$ cat src/rtl/cpu_datamem_arb.sv
// cpu_datamem_arb
// ---------------
// Round-robin arbiter in front of the CPU data memory. It replaces the old
// fixed 3-way host/cpu/accel priority mux. Each cycle at most one requestor
// is granted and its access is forwarded to the memory. Reads are tracked
// per channel so that the returned data can be tagged with its owner.
//
// Channel map: ch0 = host loader, ch1 = CPU, ch2.. = accelerators.
//
// Parameters:
//   NCH      number of requestor channels (2..8)
//   AW       address width
//   DW       write data width
//   RDW      memory read data width (broadcast to every channel)
//   MEM_LAT  memory read latency in cycles (1..4)
//
// Ports:
//   clk, rst       clock, synchronous active-high reset
//   req            per-channel request, held until granted
//   wrt_en         per-channel write(1)/read(0) qualifier, valid with req
//   addr           flattened addresses, channel i at [i*AW +: AW]
//   wrt_data       flattened write data, channel i at [i*DW +: DW]
//   gnt            one-hot grant; a transfer happens on req[i] & gnt[i]
//   rd_valid       one-hot pulse marking the owner of rd_data this cycle
//   rd_data        read data, broadcast (passed straight through)
//   mem_addr, mem_wrt_data, mem_wrt_en, mem_rd_en   memory request side
//   mem_rd_data    read data coming back from the memory
//
// Optional feature (macro DATAMEM_ARB_HOST_PRIO_EN):
//   When defined, ch0 (host) has strict priority and never moves the
//   round-robin pointer; rotation covers ch1..NCH-1 only. When undefined,
//   ch0 rotates like every other channel.

module cpu_datamem_arb #(
  parameter int NCH     = 3,
  parameter int AW      = 16,
  parameter int DW      = 32,
  parameter int RDW     = 512,
  parameter int MEM_LAT = 1
) (
  input  logic              clk,
  input  logic              rst,
  input  logic [NCH-1:0]    req,
  input  logic [NCH-1:0]    wrt_en,
  input  logic [NCH*AW-1:0] addr,
  input  logic [NCH*DW-1:0] wrt_data,
  output logic [NCH-1:0]    gnt,
  output logic [NCH-1:0]    rd_valid,
  output logic [RDW-1:0]    rd_data,
  output logic [AW-1:0]     mem_addr,
  output logic [DW-1:0]     mem_wrt_data,
  output logic              mem_wrt_en,
  output logic              mem_rd_en,
  input  logic [RDW-1:0]    mem_rd_data
);

  localparam int PW = $clog2(NCH);

  // Round-robin pointer: channel that gets first look next cycle.
  logic [PW-1:0] rrPtr_q;
  logic [PW-1:0] rrPtr_d;

  // Result of this cycle's arbitration.
  logic          granted;
  logic [PW-1:0] winIdx;

  // Read-return tracking pipeline: one {valid, id} entry per latency stage.
  logic [MEM_LAT-1:0] trkValid_q;
  logic [PW-1:0]      trkId_q [MEM_LAT];

  // Arbitration: scan channels starting at the pointer and take the first
  // one that is requesting. Reset forces "no grant" so nothing reaches the
  // memory while the block is being cleared.
  always_comb begin
    int cand;
    int start;
    granted = 1'b0;
    winIdx  = '0;
    cand    = 0;
    start   = 0;
`ifdef DATAMEM_ARB_HOST_PRIO_EN
    if (req[0]) begin
      granted = 1'b1;
      winIdx  = '0;
    end else begin
      // The pointer is 0 only straight after reset; rotation then starts at ch1.
      start = (rrPtr_q == '0) ? 1 : int'(rrPtr_q);
      for (int k = 0; k < NCH - 1; k++) begin
        cand = start + k;
        if (cand >= NCH) cand = cand - (NCH - 1);
        if (!granted && req[cand]) begin
          granted = 1'b1;
          winIdx  = PW'(cand);
        end
      end
    end
`else
    start = int'(rrPtr_q);
    for (int k = 0; k < NCH; k++) begin
      cand = start + k;
      if (cand >= NCH) cand = cand - NCH;
      if (!granted && req[cand]) begin
        granted = 1'b1;
        winIdx  = PW'(cand);
      end
    end
`endif
    if (rst) begin
      granted = 1'b0;
      winIdx  = '0;
    end
  end

  // One-hot grant and the memory request muxed from the winning channel.
  // With no grant every memory output is held at zero.
  always_comb begin
    gnt          = '0;
    mem_addr     = '0;
    mem_wrt_data = '0;
    mem_wrt_en   = 1'b0;
    mem_rd_en    = 1'b0;
    if (granted) begin
      gnt[winIdx]  = 1'b1;
      mem_addr     = addr[int'(winIdx)*AW +: AW];
      mem_wrt_data = wrt_data[int'(winIdx)*DW +: DW];
      mem_wrt_en   = wrt_en[winIdx];
      mem_rd_en    = ~wrt_en[winIdx];
    end
  end

  // Pointer update: move just past the winner, wrapping to the start of the
  // rotation. In host-priority mode a ch0 win leaves the pointer alone.
  always_comb begin
    rrPtr_d = rrPtr_q;
    if (granted) begin
`ifdef DATAMEM_ARB_HOST_PRIO_EN
      if (winIdx != '0) begin
        rrPtr_d = (winIdx == PW'(NCH - 1)) ? PW'(1) : winIdx + PW'(1);
      end
`else
      rrPtr_d = (winIdx == PW'(NCH - 1)) ? '0 : winIdx + PW'(1);
`endif
    end
  end

  always_ff @(posedge clk) begin
    if (rst) begin
      rrPtr_q <= '0;
    end else begin
      rrPtr_q <= rrPtr_d;
    end
  end

  // Tracking pipeline advances every cycle; stage 0 captures an accepted
  // read together with its owner. Reset empties it, dropping any reads still
  // in flight so their data is never announced.
  always_ff @(posedge clk) begin
    if (rst) begin
      trkValid_q <= '0;
      for (int i = 0; i < MEM_LAT; i++) begin
        trkId_q[i] <= '0;
      end
    end else begin
      trkValid_q[0] <= mem_rd_en;
      trkId_q[0]    <= winIdx;
      for (int i = 1; i < MEM_LAT; i++) begin
        trkValid_q[i] <= trkValid_q[i-1];
        trkId_q[i]    <= trkId_q[i-1];
      end
    end
  end

  // The last stage lines up with the memory's data return. rd_valid is also
  // masked while reset is asserted.
  always_comb begin
    rd_valid = '0;
    if (trkValid_q[MEM_LAT-1] && !rst) begin
      rd_valid[trkId_q[MEM_LAT-1]] = 1'b1;
    end
  end

  assign rd_data = mem_rd_data;

endmodule

$ cat config.mk
export PLATFORM = sky130hd
export DESIGN_NAME = cpu_datamem_arb
export DESIGN_NICKNAME = d
export VERILOG_FILES = /design/src/rtl/cpu_datamem_arb.sv
export SDC_FILE = /design/constraint.sdc
export NUM_CORES = 1
export LEC_CHECK = 0
export CORE_AREA = 10 10 472 474
export CTS_BUF_LIST = sky130_fd_sc_hd__clkbuf_8
export CTS_CLUSTER_SIZE = 40
export DETAILED_ROUTE_END_ITERATION = 7
export DIE_AREA = 0 0 482 484
export DONT_BUFFER_PORTS = 1
export PLACE_DENSITY = 0.3
export SLEW_MARGIN = 20
export SYNTH_ARGS = -nofsm -noshare
export SYNTH_HDL_FRONTEND = slang
export SYNTH_SLANG_ARGS = --single-unit
$ cat constraint.sdc
create_clock -name clk -period 2.7 [get_ports clk]
set_input_delay 0.135 -clock clk [delete_from_list [all_inputs] [get_ports clk]]
set_output_delay 0.135 -clock clk [all_outputs]
set_load 0.02 [all_outputs]
==> flow_summary_export.csv <==
group,metric,value,unit
status,status,"finished, final reports clean",
setup_path,cp-start-kind,"flip-flop",
logic_synthesis,ys_ff_latch,5,
setup_path,cp_slowest_stage_delay,0.38,ns
layout,fin_nets,860,
clock_network,clock_latency,0.22,ns
logic_synthesis,yosys.cell_count.top_type,"buf_4",
placement,dpl-instance-area,0.00538,mm²
sta,finalHoldViolCount,0,
detailed_routing,final_antenna_net_count,0,
placement,pre_cts_slack,0.118,ns
layout,final_cell_area,0.00565,mm²
floorplan,die_x,482,µm
layout,final-seq-area,101,µm²
logic_synthesis,synthTopCellsByArea,"buf_4 74%, a221o_1 9.2%, and2_1 5.7%",
sta,slew-limit-headroom,63.4,%
grt,use_met2,18.2,%
layout,final_cells,3045,
sta,skew,0.00157,ns
grt,grt_pass1_wl,155000,µm
grt,grt_max_degree,51,
setup_path,crit_family,"simple AND/OR/NAND/NOR gates",
layout,multi_input_area,0.00115,mm²
logic_synthesis,synth_top_area_share,73.6,%
setup_path,crit_path_end_kind,"output port",
logic_synthesis,yosys_most_used_dff,"dfxtp_1",
layout,drive_gt1_share,37.3,%
grt,global_route.overflow_total,0,
logic_synthesis,syn_inst,672,
setup_path,critPathKind,"flip-flop to output port",
grt,grtUsageMet1,2.78,%
setup_path,r2r_slack,0.69,ns
clock_network,cts_tree,"built",
sta,fmax,378,MHz
detailed_routing,wl,149000,µm
clock_network,cts_sinks,5,
sta,fin_setup_tns,0,ns
run,max_cap_viol_count,0,
pwr,finalPower,2.81,mW
sta,worstMarginPinSlew,0.547,ns
logic_synthesis,synth_fp_nets,1338,
clock_network,cts_max_path_buffers,2,
setup_path,cp.required,2.57,ns
logic_synthesis,synth_common_cells,"512 x buf_4, 48 x a221o_1, 48 x and2_1, 15 x buf_6, 5 x dfxtp_1",
setup_path,cp.arrival,2.51,ns
clock_network,numCtsBuffers,3,
layout,fin_util,2.65,%
layout,fillers,25600,
placement,place_congestion,0.811,
grt,grt_pass1_vias,2795,
pwr,pwr_density_cell,497,mW/mm²
floorplan,coreArea,0.214,mm²
floorplan,ios,1232,
grt,globalRouteMet3Util,25.2,%
clock_network,htree_levels,1,
sta,whs,0.0252,ns
sta,slew_viol_final,0,
setup_path,crit_path_cell_trace,"inv_1, ha_4, and2b_1, nor3_1, nor4_4, nor2_4, buf_6, clkbuf_16, a221o_1, buf_12",
grt,busiest_layer,"met3",
worst_hold_path,min_path_type,"input port to flip-flop",
sta,setup_viol,0,
layout,area_delta_synth_final,8.17,%
detailed_routing,first_pass_iters,4,
logic_synthesis,yosysUniqueCellTypes,34,
logic_synthesis,yosys_warnings,0,
floorplan,initial_core_util,2.45,%
clock_network,cts.clk_slew.worst_paths,0.04,ns
detailed_routing,routed_via_density,1.05,
placement,hpwl,144000,µm
grt,track_usage,12.0,%
setup_path,crit_buf_inv,4,
grt,antenna_found_initial,65,
pwr,power.ir.vdd_worst,0.211,mV
logic_synthesis,avgSynthCellArea,7.77,µm²
logic_synthesis,seq_area_frac_synth,1.92,%
logic_synthesis,yosysTopAreaCell,"buf_4",
detailed_routing,num_vias,3190,
detailed_routing,wire_per_inst,48.9,µm
setup_path,crit_path_max_fanout,7,
placement,dp_cells,3016,
logic_synthesis,async_flop_share,0,%
logic_synthesis,synth-edff-count,0,
clock_network,root_buffer,"clkbuf_8",
setup_path,slowest_stage,"a221o_1",
sta,post-route-min-period,2.64,ns
detailed_routing,drc,0,
detailed_routing,dr.first_iter.drc_count,263,
placement,io_buffers,0,
pwr,p_leak,0.854,nW
floorplan,rows,170,
sta,layout_setup_ws,0.0579,ns
sta,fin_crit_sh,97.9,%
floorplan,fp.dieH,484,µm
logic_synthesis,synth_area,0.00522,mm²
floorplan,die_area,0.233,mm²
[worst register-to-register path, delay by kind of cell, from the launching register on]
kind / cells / cell delay (ns)
AOI/OAI and AO/OA: 1 / 0.10
adders and majority gates: 1 / 0.24
buffers and inverters: 4 / 0.56
DFF: 1 / 0.34
and+or+nand+nor: 3 / 0.71
[per-layer routing]
layer / wire [µm] / part of all wire, %
met1: 11500 / 7.7
met2: 63600 / 43
met3: 66800 / 45
met4: 6660 / 4.5
met5: 414 / 0.28
[registers in the layout, summed over array words and instances, names as in the netlist]
name and flops:
trkId_q 2, trkValid_q 1, rrPtr_q 2
[cells in the final DEF, fill, tap and decap left out, types with 3 or more instances in the layout]
cell and count:
clkbuf_16 3, inv_1 5, clkbuf_8 3, a21oi_1 4, a221o_2 4, and2_1 48, a221o_1 44, dfxtp_1 4
diode_2 14, buf_4 16, nor2_1 3, buf_12 26
[cell type report]
cell class	instances	area share (%)
tap	2838	62.9
multi-input combinational	132	20.4
timing repair buffer	48	13.2
sequential	5	1.79
clock buffer	3	0.731
antenna	14	0.620
inverter	4	0.266
clock inverter	1	0.0664
[power breakdown]
| part | internal [mW] | switching, mW | leakage (nW) | total (mW) |
|---|---|---|---|---|
| combinational | 1.05 | 1.51 | 0.786 | 2.56 |
| clock | 0.0974 | 0.0363 | 0.0270 | 0.134 |
| sequential | 0.0984 | 0.0222 | 0.0415 | 0.121 |
[worst paths after layout]
kind	cells past startpoint	end	start
setup reg to reg	9	rrPtr_q[0]	rrPtr_q[0]
setup / recovery	10	mem_wrt_data[5]	rrPtr_q[0]
hold / removal	1	trkId_q[0][0]	rst
hold reg to reg	1	rrPtr_q[0]	rrPtr_q[0]
[logic make-up after synthesis]
kind of cell | Yosys count | synth area share, %
AOI/OAI and AO/OA | 63 | 11.4
buffers and inverters | 535 | 77.4
DFF | 5 | 1.92
adders and majority gates | 3 | 0.695
and+or+nand+nor | 66 | 8.55
[what timing repair did]
action / CTS / global route
hold buffers: 1 / 0
cloned: 0 / 3
pin swaps: 8 / 6
hold endpoints to repair: 1 / 0
buffers inserted: 0 / 7
gates resized for setup: 6 / 8
setup endpoints to repair: 25 / 38
Note: power is estimated with default switching activity, not from simulation.
